**src/rtl/mem_port_arbiter.sv**
```systemverilog
`default_nettype none
// ============================================================================
// Module   : mem_port_arbiter
// Purpose  : Shares one fixed-latency single-port RAM between IF fetch and
//            MEM load/store, stalling the pipeline until each access ends.
//            Optional IF starvation guard: define MEM_ARB_STARVE_GUARD_EN.
// Revision : 1.0 - initial release
// ============================================================================
module mem_port_arbiter #(
    parameter int ADDR_W    = 32,
    parameter int DATA_W    = 32,
    parameter int LATENCY   = 2,
    parameter int MAX_DEFER = 4
) (
    input  logic              clk_i,
    input  logic              rst_i,
    input  logic              if_req_i,
    input  logic [ADDR_W-1:0] if_addr_i,
    output logic [DATA_W-1:0] if_rdata_o,
    output logic              if_ready_o,
    input  logic              mem_req_i,
    input  logic              mem_we_i,
    input  logic [ADDR_W-1:0] mem_addr_i,
    input  logic [DATA_W-1:0] mem_wdata_i,
    output logic [DATA_W-1:0] mem_rdata_o,
    output logic              mem_ready_o,
    output logic              stall_o,
    output logic              ram_en_o,
    output logic              ram_we_o,
    output logic [ADDR_W-1:0] ram_addr_o,
    output logic [DATA_W-1:0] ram_wdata_o,
    input  logic [DATA_W-1:0] ram_rdata_i
);

    localparam int                 C_CNT_W   = $clog2(LATENCY + 1);
    localparam logic [C_CNT_W-1:0] C_CNT_LAT = C_CNT_W'(LATENCY);
    localparam logic [C_CNT_W-1:0] C_CNT_ONE = C_CNT_W'(1);

    typedef enum logic [1:0] {
        S_IDLE     = 2'd0,
        S_BUSY_IF  = 2'd1,
        S_BUSY_MEM = 2'd2,
        S_RESP     = 2'd3
    } state_t;

    state_t              state_q, state_d;
    logic [C_CNT_W-1:0]  cnt_q, cnt_d;
    logic                ram_en_q, ram_en_d;
    logic                ram_we_q, ram_we_d;
    logic                store_q, store_d;
    logic [ADDR_W-1:0]   ram_addr_q, ram_addr_d;
    logic [DATA_W-1:0]   ram_wdata_q, ram_wdata_d;
    logic [DATA_W-1:0]   if_rdata_q, if_rdata_d;
    logic [DATA_W-1:0]   mem_rdata_q, mem_rdata_d;
    logic                if_ready_q, if_ready_d;
    logic                mem_ready_q, mem_ready_d;

    logic                if_first;
    logic                grant_mem;
    logic                grant_if;

    // MEM is the older instruction and wins ties unless IF has been deferred too long
    assign grant_mem = (state_q == S_IDLE) & mem_req_i & ~(if_first & if_req_i);
    assign grant_if  = (state_q == S_IDLE) & if_req_i & ~grant_mem;

`ifdef MEM_ARB_STARVE_GUARD_EN
    localparam int                 C_DEF_W   = $clog2(MAX_DEFER + 1);
    localparam logic [C_DEF_W-1:0] C_DEF_MAX = C_DEF_W'(MAX_DEFER);

    logic [C_DEF_W-1:0] defer_q, defer_d;

    assign if_first = (defer_q == C_DEF_MAX);

    always_comb begin
        defer_d = defer_q;
        if (grant_if) begin
            defer_d = '0;
        end else if (grant_mem && if_req_i && !if_first) begin
            defer_d = defer_q + C_DEF_W'(1);
        end
    end

    always_ff @(posedge clk_i or negedge rst_i) begin
        if (!rst_i) begin
            defer_q <= '0;
        end else begin
            defer_q <= defer_d;
        end
    end
`else
    assign if_first = 1'b0;
`endif

    always_comb begin
        state_d     = state_q;
        cnt_d       = cnt_q;
        ram_en_d    = 1'b0;
        ram_we_d    = 1'b0;
        store_d     = store_q;
        ram_addr_d  = ram_addr_q;
        ram_wdata_d = ram_wdata_q;
        if_rdata_d  = if_rdata_q;
        mem_rdata_d = mem_rdata_q;
        if_ready_d  = 1'b0;
        mem_ready_d = 1'b0;
        case (state_q)
            S_IDLE: begin
                if (grant_mem) begin
                    state_d     = S_BUSY_MEM;
                    cnt_d       = C_CNT_LAT;
                    ram_en_d    = 1'b1;
                    ram_we_d    = mem_we_i;
                    store_d     = mem_we_i;
                    ram_addr_d  = mem_addr_i;
                    ram_wdata_d = mem_wdata_i;
                end else if (grant_if) begin
                    state_d     = S_BUSY_IF;
                    cnt_d       = C_CNT_LAT;
                    ram_en_d    = 1'b1;
                    store_d     = 1'b0;
                    ram_addr_d  = if_addr_i;
                end
            end
            S_BUSY_IF: begin
                if (cnt_q == C_CNT_ONE) begin
                    if_rdata_d = ram_rdata_i;
                    if_ready_d = 1'b1;
                    state_d    = S_RESP;
                end else begin
                    cnt_d = cnt_q - C_CNT_ONE;
                end
            end
            S_BUSY_MEM: begin
                if (cnt_q == C_CNT_ONE) begin
                    // A store completes without touching the load-data register
                    if (!store_q) begin
                        mem_rdata_d = ram_rdata_i;
                    end
                    mem_ready_d = 1'b1;
                    state_d     = S_RESP;
                end else begin
                    cnt_d = cnt_q - C_CNT_ONE;
                end
            end
            S_RESP:  state_d = S_IDLE;
            default: state_d = S_IDLE;
        endcase
    end

    always_ff @(posedge clk_i or negedge rst_i) begin
        if (!rst_i) begin
            state_q     <= S_IDLE;
            cnt_q       <= '0;
            ram_en_q    <= 1'b0;
            ram_we_q    <= 1'b0;
            store_q     <= 1'b0;
            ram_addr_q  <= '0;
            ram_wdata_q <= '0;
            if_rdata_q  <= '0;
            mem_rdata_q <= '0;
            if_ready_q  <= 1'b0;
            mem_ready_q <= 1'b0;
        end else begin
            state_q     <= state_d;
            cnt_q       <= cnt_d;
            ram_en_q    <= ram_en_d;
            ram_we_q    <= ram_we_d;
            store_q     <= store_d;
            ram_addr_q  <= ram_addr_d;
            ram_wdata_q <= ram_wdata_d;
            if_rdata_q  <= if_rdata_d;
            mem_rdata_q <= mem_rdata_d;
            if_ready_q  <= if_ready_d;
            mem_ready_q <= mem_ready_d;
        end
    end

    assign ram_en_o    = ram_en_q;
    assign ram_we_o    = ram_we_q;
    assign ram_addr_o  = ram_addr_q;
    assign ram_wdata_o = ram_wdata_q;
    assign if_rdata_o  = if_rdata_q;
    assign if_ready_o  = if_ready_q;
    assign mem_rdata_o = mem_rdata_q;
    assign mem_ready_o = mem_ready_q;
    assign stall_o     = (if_req_i & ~if_ready_q) | (mem_req_i & ~mem_ready_q);

endmodule
`default_nettype wire
```
**config.mk**
```make
export PLATFORM = sky130hd
export DESIGN_NAME = mem_port_arbiter
export DESIGN_NICKNAME = d
export VERILOG_FILES = /design/src/rtl/mem_port_arbiter.sv
export SDC_FILE = /design/constraint.sdc
export NUM_CORES = 1
export LEC_CHECK = 0
export CORE_MARGIN = 1
export CORE_UTILIZATION = 37
export DETAILED_ROUTE_END_ITERATION = 7
export HOLD_SLACK_MARGIN = 0.05
export PLACE_DENSITY = 0.84
export SYNTH_ARGS = -nofsm -noshare
export SYNTH_HDL_FRONTEND = slang
export SYNTH_SLANG_ARGS = --single-unit
```
**constraint.sdc**
```tcl
create_clock -name clk_i -period 1.6 [get_ports clk_i]
set_input_delay 0.24 -clock clk_i [delete_from_list [all_inputs] [get_ports clk_i]]
set_output_delay 0.24 -clock clk_i [all_outputs]
set_load 0.1 [all_outputs]
```
==> After elaboration in Yosys (flattened, before gate mapping) <==
Cells that the tools add are included.
{ "totals": {"word_cells": 59, "in_bits": 133, "out_inout_bits": 133, "reg_bits": 137} }
{ "op_classes": {"mux": 20, "n_bitwise": 10, "reduce_logical": 10, "n_addsub": 1, "eq_ne": 7} }
{ "ops": {"columns": ["op", "n"], "rows": [
  ["2-to-1 mux 32 bit", 2],
  ["2-to-1 mux 2 bit", 6],
  ["2-to-1 mux 1 bit", 10],
  ["AND reduction 2 bit", 4],
  ["one-hot mux 2 bit (3 select lines)", 1],
  ["AND reduction 3 bit", 2],
  ["AND 1 bit", 5],
  ["equality test 2 x 1 -> 1 bit (second input constant)", 2],
  ["equality test 2 bit (second input constant)", 2],
  ["inverter 1 bit", 4],
  ["one-hot mux 2 bit (2 select lines)", 1],
  ["nonzero test 2 bit", 2],
  ["!= test 3 bit (second input constant)", 1],
  ["zero test 2 bit", 1],
  ["!= test 2 x 1 -> 1 bit (second input constant)", 1],
  ["!= test 2 bit (second input constant)", 1],
  ["OR reduction 2 bit", 1],
  ["subtractor 2 x 1 -> 2 bit (second input constant)", 1],
  ["OR 1 bit", 1]
]} }

==> Logic depth before layout (Yosys ltp) <==
Gate-level depths: netlist (run 1).
{ "depth": {"depth_word": 7, "mapped_depth": 7, "mapped_depth_nobuf": 5} }

==> Worst setup path before layout (run 1) <==
Ideal clock, no wire load.
{ "synth_timing": {"kind": "reg2out", "startpoint": "reg mem_ready_q (netlist: mem_ready_o)", "endpoint": "out stall_o", "required_time_ns": 1.360, "path_stages_with_launch": 2, "arrival_ns": 2.368, "path_slack_ns": -1.008, "path_buffers": 0, "path_cell_list": "dfrtp_1 o22ai_1"} }
{ "synth_between": {"elab_chain_cells": 3} }
{ "synth_lines": {"columns": ["item", "line_no", "source"], "rows": [
  ["start: declaration", "56", "logic mem_ready_q, mem_ready_d;"],
  ["start signal: assignment", "174", "mem_ready_q <= mem_ready_d;"],
  ["inverter 1 bit", "186", "assign stall_o = (if_req_i & ~if_ready_q) | (mem_req_i & ~mem_ready_q);"],
  ["AND 1 bit", "186", null],
  ["OR 1 bit", "186", null],
  ["end: declaration", "27", "output logic stall_o,"]
]} }
No other way between the ends.

==> Worst setup path after layout (run 1) <==
{ "layout_timing": {"startpoint": "reg state_q[0]", "endpoint": "reg ram_addr_q[3] (netlist: ram_addr_o[3])"} }
{ "layout_between": {"elab_chain_cells": 6, "word_cells_on_any_way": 8, "classes_between": "mux: 1; bitwise: 4; reduce/logical: 3"} }
{ "layout_lines": {"columns": ["item", "line_no", "source"], "rows": [
  ["start: declaration", "46", "state_t state_q, state_d;"],
  ["start signal: assignment", "164", "state_q <= state_d;"],
  ["zero test 2 bit (*)", "63, 64, 106", null],
  ["AND 1 bit", "63", "assign grant_mem = (state_q == S_IDLE) & mem_req_i & ~(if_first & if_req_i);"],
  ["inverter 1 bit", "64", "assign grant_if = (state_q == S_IDLE) & if_req_i & ~grant_mem;"],
  ["AND 1 bit", "64", null],
  ["nonzero test 2 bit (no line)", null, null],
  ["AND reduction 2 bit (no line)", null, null],
  ["end signal: assignment", "169", "ram_addr_q <= ram_addr_d;"],
  ["end: declaration", "51", "logic [ADDR_W-1:0] ram_addr_q, ram_addr_d;"]
]} }
Mark *: on every way between the ends. The rest lies on a longest branch, timed or not.
A chain may end at the register's enable or synchronous reset.

==> results of run 1 <==
## sequential cells by signal (all words and copies together), names as in the netlist
signal,cells
cnt_q,2
if_rdata_o,32
if_ready_o,1
mem_rdata_o,32
mem_ready_o,1
ram_addr_o,32
ram_en_o,1
ram_wdata_o,32
ram_we_o,1
state_q,2
store_q,1
## metal layers
layer	GRT usage, %	wire (µm)	part of all wire (%)	vias up
li1	-	-	-	1897
met1	21.3	6610	38	2132
met2	37.3	9440	54	187
met3	5.99	1050	6.0	35
met4	8.40	475	2.7	0
met5	0	0	0	-
## logic make-up after synthesis
logic type / synth area share [%]
simple gates: 1.72
compound gates: 1.15
fa+ha+maj: 1.09
buf+inv: 2.78
mux: 33.7
flops: 59.6
## how the worst max path moves through the flow
stage	end	cells after the start	startpoint	slack, ns
2_1_floorplan	ram_addr_o[10]	6	state_q[0]	-0.03
3_3_place_gp	cnt_q[0]	5	mem_req_i	-0.21
3_5_place_dp	cnt_q[0]	5	mem_req_i	-0.23
4_1_cts	ram_addr_o[29]	6	state_q[1]	-0.07
5_1_grt	ram_addr_o[3]	7	state_q[0]	-0.14
6_report	ram_addr_o[3]	7	state_q[0]	-0.11
## cells in the final DEF (no fill, tap or decap), drive strengths merged
master and count:
buf 170, mux2 161, dfrtp 137, clkdlybuf4s50 130, clkbuf 29, inv 9
clkinv 7, nor2 5, ha 5, nand2 4, clkinvlp 3, and2 2
nor2b 2, bufinv 2, o21ai 2, o22ai 2, and4 1, or2b 1
nand2b 1, nor3 1, a221oi 1, nand3 1, a21oi 1, a221o 1
mux2i 1, a32o 1, dlygate4sd3 1, dlygate4sd2 1
## final cells by class
type	instances	share of cell area (%)
clock inverters	13	1.27
well taps	188	2.06
clock buffers	19	3.97
repair buffers	312	40.9
multi-input cells	193	21.4
flip-flops and latches	137	30.1
inverters	8	0.263
## critical path: cells and delay by family (launching register included)
kind,cells,cell delay [ns]
buffers and inverters,3,0.38
flip-flops,1,0.37
multiplexers,1,0.34
AO/OA/AOI/OAI,1,0.19
adder cells (fa/ha/maj),1,0.16
AND/OR/NAND/NOR,1,0.14
## timing repair
item | in CTS | in global routing
endpoints found under the setup margin | 88 | 114
cloned | 1 | 11
setup buffers | 0 | 7
hold buffers | 1 | 0
pin swaps | 1 | 4
hold endpoints to repair | 41 | 0
gates resized for setup | 9 | 59
## per-stage QoR
stage	hold slack [ns]	std cells
after floorplan	-0.0556	355
after detailed placement	0.194	818
final	0.313	870
after CTS	0.323	852
after global placement	0.184	818
after global routing	0.337	870
==> metrics.md, run 1 <==
| Metric | Value |
|---|---|
| Max Root-Sink Buffers | 2 |
| Register area | 3430 µm² |
| Critical Path, Cell by Cell | inv_2, ha_4, and2_4, o21ai_4, buf_6, buf_12, mux2_2 |
| Post-DP Area | 10200 µm² |
| Antenna Cells | 0 |
| Setup slack, reg-to-reg | -0.11 ns |
| Flop and latch count out of synthesis | 137 |
| Worst slack at placement | -0.228 ns |
| Post-route cell area | 11400 µm² |
| Async SR Flop Fraction | 100% |
| Critical-path top delay cell | dfrtp_1 |
| CORE AREA | 15200 µm² |
| Vias | 4251 |
| Fill cells | 872 |
| Post-Route Setup TNS | -4.66 ns |
| All-Layer GR Usage | 20.2% |
| Tcrit/Tclk final | 107% |
| DRT antenna net count | 0 |
| Post-synth EDFFs | 0 |
| Post-Syn Area | 5750 µm² |
| Synth top area share | 59.6% |
| IO Pins | 266 |
| Worst-path clk slew | 0.06 ns |
| TritonCTS Sinks | 137 |
| CP endpoint kind | flip-flop |
| Latest clock arrival within the worst-skew pair | 0.41 ns |
| Die Width | 127 µm |
| Ranking of synthesized cells by area | dfrtp_1, mux2_2, mux2_4 |
| Sequential element share of the synthesized area | 59.6% |
| Post-Syn Nets | 493 |
| Crit path time final | 1.71 ns |
| Worst Path Max Fanout | 9 |
| Critical path data required time | 1.89 ns |
| Average wire per standard cell | 20.2 µm |
| Syn_area_per_cell | 16.2 µm² |
| WP data arrival | 2.00 ns |
| Top_reg_cell synth | dfrtp_1 |
| Vias per cell | 4.89 |
| Routability cong. | 0.798 |
| Hpwl dp | 11900 µm |
| H-tree depth | 4 |
| Layout cells sized above 1 | 56.9% |
| Post-synth top area cell | dfrtp_1 |
| Reg2reg start | state_q[0] |
| Distinct cells, synth | 29 |
| Count leader, synth | dfrtp_1 |
| Global-route wire length before repair | 24800 µm |
| Max-cap violations | 0 |
| Final-report hold violation count | 0 |
| Die height | 127 µm |
| Row count | 45 |
| Post-Syn Instances | 355 |
| Status | complete, but fails checks |
| Antenna violations before repair | 0 |
| CP Class | reg2reg |
| Worst path max stage delay | 0.37 ns |
| Final setup margin | -0.112 ns |
| R2R depth | 7 |
| Area of the multi-input gates | 2450 µm² |
| Total Routed Length | 17600 µm |
| Drt pass-1 iters | 4 |
| Drt drc | 0 |
| Drt first-iter violations | 132 |
| Worst reg2reg endpoint | ram_addr_o[3] |
| Initial Util | 37.8% |
| Layout area overhead | 98.4% |
| Slew Limit Fails | 0 |
| TritonCTS buffer count | 17 |
| I/O Buffers | 265 |
| RSZ-0062 raised after global routing | yes |
| CTS Root Cell | clkbuf_16 |
| Hold Path Class | in2async |
| Largest net degree at the start of global routing | 48 |
| CTS tree | done |
| Critical Path Start Type | flip-flop |
| Clock skew | 0.00808 ns |
| Total congestion overflow | 0 |
| Yosys warns | 0 |
| Failing checks | setup timing |
| Synth cell count leaders | dfrtp_1, mux2_2, mux2_4 |
| Final setup viols | 67 |
| Slew headroom | 68.9% |
| Maximum clock rate | 0.584 GHz |
| Final Util | 75.1% |
| Die footprint | 16000 µm² |
| Total Nets Final | 807 |
| Number of global-route vias before repair | 4632 |
| Least-Margin Pin Slew | 0.467 ns |
Power of run 1 is not shown: default switching activity piles up to over one toggle a cycle in this logic, so the estimate is an artifact.
==> inputs of run 2 (changes only) <==
==> constraint.sdc (replaced) <==
create_clock -name clk_i -period 1.5 [get_ports clk_i]
set_input_delay 0.225 -clock clk_i [delete_from_list [all_inputs] [get_ports clk_i]]
set_output_delay 0.225 -clock clk_i [all_outputs]
set_load 0.1 [all_outputs]
==> run 2 against run 1 <==
The run still ends with setup timing left. Worst setup slack got worse by 0.055 ns. Cell area increased by 2.9%. Sequential share of layout area decreased by 0.84 points. First-iteration DRC count increased by 9.8%. Non-clock buffer count increased by 5. Die area unchanged. Maximum frequency increased by 2.7%. Wire length increased by 7.6%. Critical endpoint is now ram_addr_o[10].
==> metrics.md, run 2 (synthesis results as in run 1) <==
| Metric | Value |
|---|---|
| Least-Margin Pin Slew | 0.339 ns |
| Max Root-Sink Buffers | 2 |
| Hold Path Class | in2async |
| Worst path max stage delay | 0.39 ns |
| Final setup viols | 115 |
| CTS tree | done |
| IO Pins | 266 |
| Critical path destination | ram_addr_o[10] |
| CP endpoint kind | flip-flop |
| Global-route wire length before repair | 28300 µm |
| Max-cap violations | 0 |
| Slew headroom | 77.2% |
| Critical Path Start Type | flip-flop |
| Crit path time final | 1.67 ns |
| Drt first-iter violations | 145 |
| Post-route cell area | 11700 µm² |
| Die footprint | 16000 µm² |
| Total Routed Length | 18900 µm |
| Die Width | 127 µm |
| Drt drc | 0 |
| Worst path top cell family by delay | buffers and inverters |
| Clock skew | 0.00577 ns |
| Setup slack, reg-to-reg | -0.17 ns |
| Worst reg2reg endpoint | ram_addr_o[10] |
| Worst-path clk slew | 0.06 ns |
| Failing checks | setup timing |
| Critical Path, Cell by Cell | inv_2, ha_4, and2_4, o21ai_4, buf_6, clkbuf_16, mux2_4 |
| Initial Util | 37.8% |
| Fill cells | 822 |
| DRT antenna net count | 0 |
| Critical path data required time | 1.80 ns |
| WP data arrival | 1.96 ns |
| Final setup margin | -0.167 ns |
| H-tree depth | 4 |
| Latest clock arrival within the worst-skew pair | 0.41 ns |
| CORE AREA | 15200 µm² |
| Hpwl dp | 12100 µm |
| Number of global-route vias before repair | 4937 |
| Vias | 4337 |
| Critical path depth in cells | 7 |
| Largest net degree at the start of global routing | 45 |
| Drt pass-1 iters | 4 |
| I/O Buffers | 265 |
| Vias per cell | 4.96 |
| Status | complete, but fails checks |
| Tcrit/Tclk final | 111% |
| Post-DP Area | 10300 µm² |
| Routability cong. | 0.770 |
| Worst Setup SP | state_q[1] |
| Worst Path Max Fanout | 7 |
| Total Nets Final | 812 |
| Final-report hold violation count | 0 |
| Reg2reg start | state_q[1] |
| All-Layer GR Usage | 23.5% |
| Critical-path top delay cell | dfrtp_1 |
| Row count | 45 |
| Total congestion overflow | 0 |
| Commonest non-fill, non-tap cell in the layout | buf_12 |
| Antenna violations before repair | 0 |
| Maximum clock rate | 0.600 GHz |
| RSZ-0062 raised after global routing | yes |
| R2R depth | 7 |
| CTS Root Cell | clkbuf_16 |
| Critical path buffers and inverters | 3 |
| Antenna Cells | 0 |
| CP Class | reg2reg |
| Average wire per standard cell | 21.6 µm |
| Slew Limit Fails | 0 |
| Layout area overhead | 104% |
| Layout cells sized above 1 | 57.6% |
| Most frequent cells in the layout | buf_12, mux2_4, dfrtp_1 |
| Die height | 127 µm |
| TritonCTS Sinks | 137 |
| TritonCTS buffer count | 17 |
[run 2: cell count changes in the layout (fill, tap and decap cells not counted), moves of 2 or more]
cell / before / now
mux2_4: 78 / 136
clkinv_4: 5 / 0
clkbuf_16: 27 / 20
buf_12: 142 / 146
buf_8: 0 / 4
buf_4: 20 / 22
mux2_2: 82 / 25
buf_16: 1 / 6
buf_6: 7 / 4
clkinv_2: 2 / 5
[run 2: layout make-up]
type | count | area [µm²] | share of cell area [%]
Clock buffer | 20 | 467 | 3.98
Clock inverter | 12 | 146 | 1.25
Inverter | 8 | 30.0 | 0.256
Multi-Input combinational cell | 193 | 2670 | 22.8
Sequential cell | 137 | 3430 | 29.2
Tap cell | 188 | 235 | 2.00
Timing Repair Buffer | 317 | 4760 | 40.5
[run 2: worst min-delay path by stage]
stage	slack, ns	end	from
6_report	0.28	if_rdata_o[14]	rst_i
5_1_grt	0.28	if_rdata_o[31]	rst_i
4_1_cts	0.27	mem_rdata_o[14]	rst_i
3_5_place_dp	0.12	mem_rdata_o[14]	rst_i
3_3_place_gp	0.12	mem_rdata_o[12]	rst_i
2_1_floorplan	-0.07	cnt_q[0]	rst_i
[run 2: timing repair]
action	4_1_cts	5_1_grt
hold buffers	1	0
cloned	8	4
buffers inserted	6	9
resized for setup	50	56
endpoints found under the hold margin	137	0
setup endpoints to repair	130	132
pin swaps	3	3
[run 2: per-layer routing]
metal / track usage (%) / wire length [µm] / vias to the layer above
li1: - / - / 1897
met1: 25.6 / 6930 / 2204
met2: 44.7 / 10500 / 207
met3: 6.03 / 1130 / 29
met4: 7.14 / 401 / 0
met5: 0 / 0 / -
[run 2: stage by stage]
stage                     hold slack, ns  TNS, ns  worst slack [ns]  util (%)  std cells
after floorplan                  -0.0706    -5.12            -0.123         -        355
after global placement             0.117   -17.19            -0.256      67.9        818
after detailed placement           0.119   -20.78            -0.291      67.9        818
after CTS                          0.271   -10.00            -0.149      75.1        865
after global routing               0.280   -19.48            -0.210      77.2        875
final                              0.275   -13.96            -0.167      77.2        875
Power of run 2 is left out for the same reason.
==> inputs of run 3 (changes only) <==
--- a/config.mk
+++ b/config.mk
@@ -9,6 +9,7 @@
 export CORE_UTILIZATION = 37
 export DETAILED_ROUTE_END_ITERATION = 7
 export HOLD_SLACK_MARGIN = 0.05
+export MAX_ROUTING_LAYER = met4
 export PLACE_DENSITY = 0.84
 export SYNTH_ARGS = -nofsm -noshare
 export SYNTH_HDL_FRONTEND = slang
==> run 3 against run 2 <==
The flow still finishes with violations (setup timing). Worst setup slack lost 0.010 ns. Critical path depth is the same. Clock-buffer cell count unchanged. First-iteration DRC count down 8.3%. Cell area is 0.27% higher. Wire length about the same. Die area is the same. Cell count is 0.11% lower. Maximum frequency down 0.61%. Hold slack worse by 0.00081 ns. Critical path type unchanged. Non-clock buffer count shrank 1. Global-route usage up 0.75 points.
==> metrics.md, run 3 (synthesis results as in run 1) <==
| Metric | Value |
|---|---|
| Clock skew | 0.00593 ns |
| Critical path buffers and inverters | 3 |
| Initial Util | 37.8% |
| Slew Limit Fails | 0 |
| Layout area overhead | 105% |
| Register area | 3430 µm² |
| Drt pass-1 iters | 6 |
| DRT antenna net count | 0 |
| Max Root-Sink Buffers | 2 |
| H-tree depth | 4 |
| CP Class | reg2reg |
| Antenna violations before repair | 0 |
| Latest clock arrival within the worst-skew pair | 0.41 ns |
| Failing checks | setup timing |
| Final setup margin | -0.177 ns |
| Status | complete, but fails checks |
| Total congestion overflow | 0 |
| CORE AREA | 15200 µm² |
| Worst Setup SP | state_q[1] |
| Reg2reg start | state_q[1] |
| IO Pins | 266 |
| Most frequent cells in the layout | buf_12, mux2_4, dfrtp_1 |
| Row count | 45 |
| Largest net degree at the start of global routing | 45 |
| Worst Hold Margin | 0.274 ns |
| Vias per cell | 4.97 |
| Post-DP Area | 10300 µm² |
| Worst path top cell family by delay | flip-flops |
| Commonest non-fill, non-tap cell in the layout | buf_12 |
| Antenna Cells | 0 |
| Slew headroom | 77.8% |
| All-Layer GR Usage | 24.3% |
| Maximum clock rate | 0.596 GHz |
| TritonCTS buffer count | 17 |
| Die height | 127 µm |
| Critical Path, Cell by Cell | inv_2, ha_4, and2_4, o21ai_4, buf_12, buf_12, mux2_2 |
| RSZ-0062 raised after global routing | yes |
| Final non-filler cell total | 874 |
| Routability cong. | 0.780 |
| WP data arrival | 1.97 ns |
| Tcrit/Tclk final | 112% |
| TritonCTS Sinks | 137 |
| Critical path data required time | 1.79 ns |
| Crit path time final | 1.68 ns |
| Die footprint | 16000 µm² |
| CP endpoint kind | flip-flop |
| Fill cells | 817 |
| Final setup viols | 118 |
| Max-cap violations | 0 |
| Die Width | 127 µm |
| Worst Path Max Fanout | 7 |
| Hpwl dp | 12100 µm |
| Critical Path Start Type | flip-flop |
| Placed cell count | 818 |
| Post-route cell area | 11800 µm² |
| Area of the multi-input gates | 2710 µm² |
| Post-Route Setup TNS | -14.57 ns |
| Hold Path Class | in2async |
| Least-Margin Pin Slew | 0.329 ns |
| Total Nets Final | 811 |
| Final-report hold violation count | 0 |
| Vias | 4341 |
| CTS Root Cell | clkbuf_16 |
| Average wire per standard cell | 21.7 µm |
| Drt first-iter violations | 133 |
| Worst path max stage delay | 0.40 ns |
| Layout cells sized above 1 | 57.6% |
| CTS tree | done |
| Worst-path clk slew | 0.06 ns |
| Global-route wire length before repair | 28200 µm |
| R2R depth | 7 |
| Total Routed Length | 18900 µm |
| I/O Buffers | 265 |
| Most common cell on crit path | buf_12 |
| Number of global-route vias before repair | 4934 |
| Drt drc | 0 |
| Critical-path top delay cell | dfrtp_1 |
| Critical path depth in cells | 7 |
[run 3: final cells by class]
cell class	count	area share (%)
Tap cell	188	2.00
Clock buffer	20	3.97
Multi-Input combinational cell	193	23.0
Inverter	8	0.255
Timing Repair Buffer	316	40.4
Sequential cell	137	29.1
Clock inverter	12	1.24
[run 3: repair_timing]
item	4_1_cts	5_1_grt
endpoints found under the setup margin	130	132
hold endpoints to repair	137	0
cloned	8	4
setup buffers	6	8
resized for setup	50	63
pin swaps	3	3
hold buffers	1	0
[run 3: per-layer routing]
metal,global-route usage (%),part of all wire (%),vias up
met5,-,0,-
met4,7.14,1.8,0
met3,4.98,4.8,23
met2,44.5,55,192
met1,26.5,38,2230
li1,-,-,1896
[run 3: final timing paths]
check | to | slack [ns]
max reg2reg | ram_addr_o[22] | -0.18
max in group asynchronous | ram_addr_o[12] | 0.68
min reg2reg | store_q | 0.54
max | ram_addr_o[22] | -0.18
min | mem_rdata_o[14] | 0.27
min in group clk_i | state_q[1] | 0.36
[run 3: metrics by stage]
stage | setup WS (ns) | util [%]
after floorplan | -0.123 | -
after global placement | -0.256 | 67.9
after detailed placement | -0.291 | 67.9
after CTS | -0.149 | 75.1
after global routing | -0.230 | 77.4
final | -0.177 | 77.4
Power of run 3 is left out for the same reason.
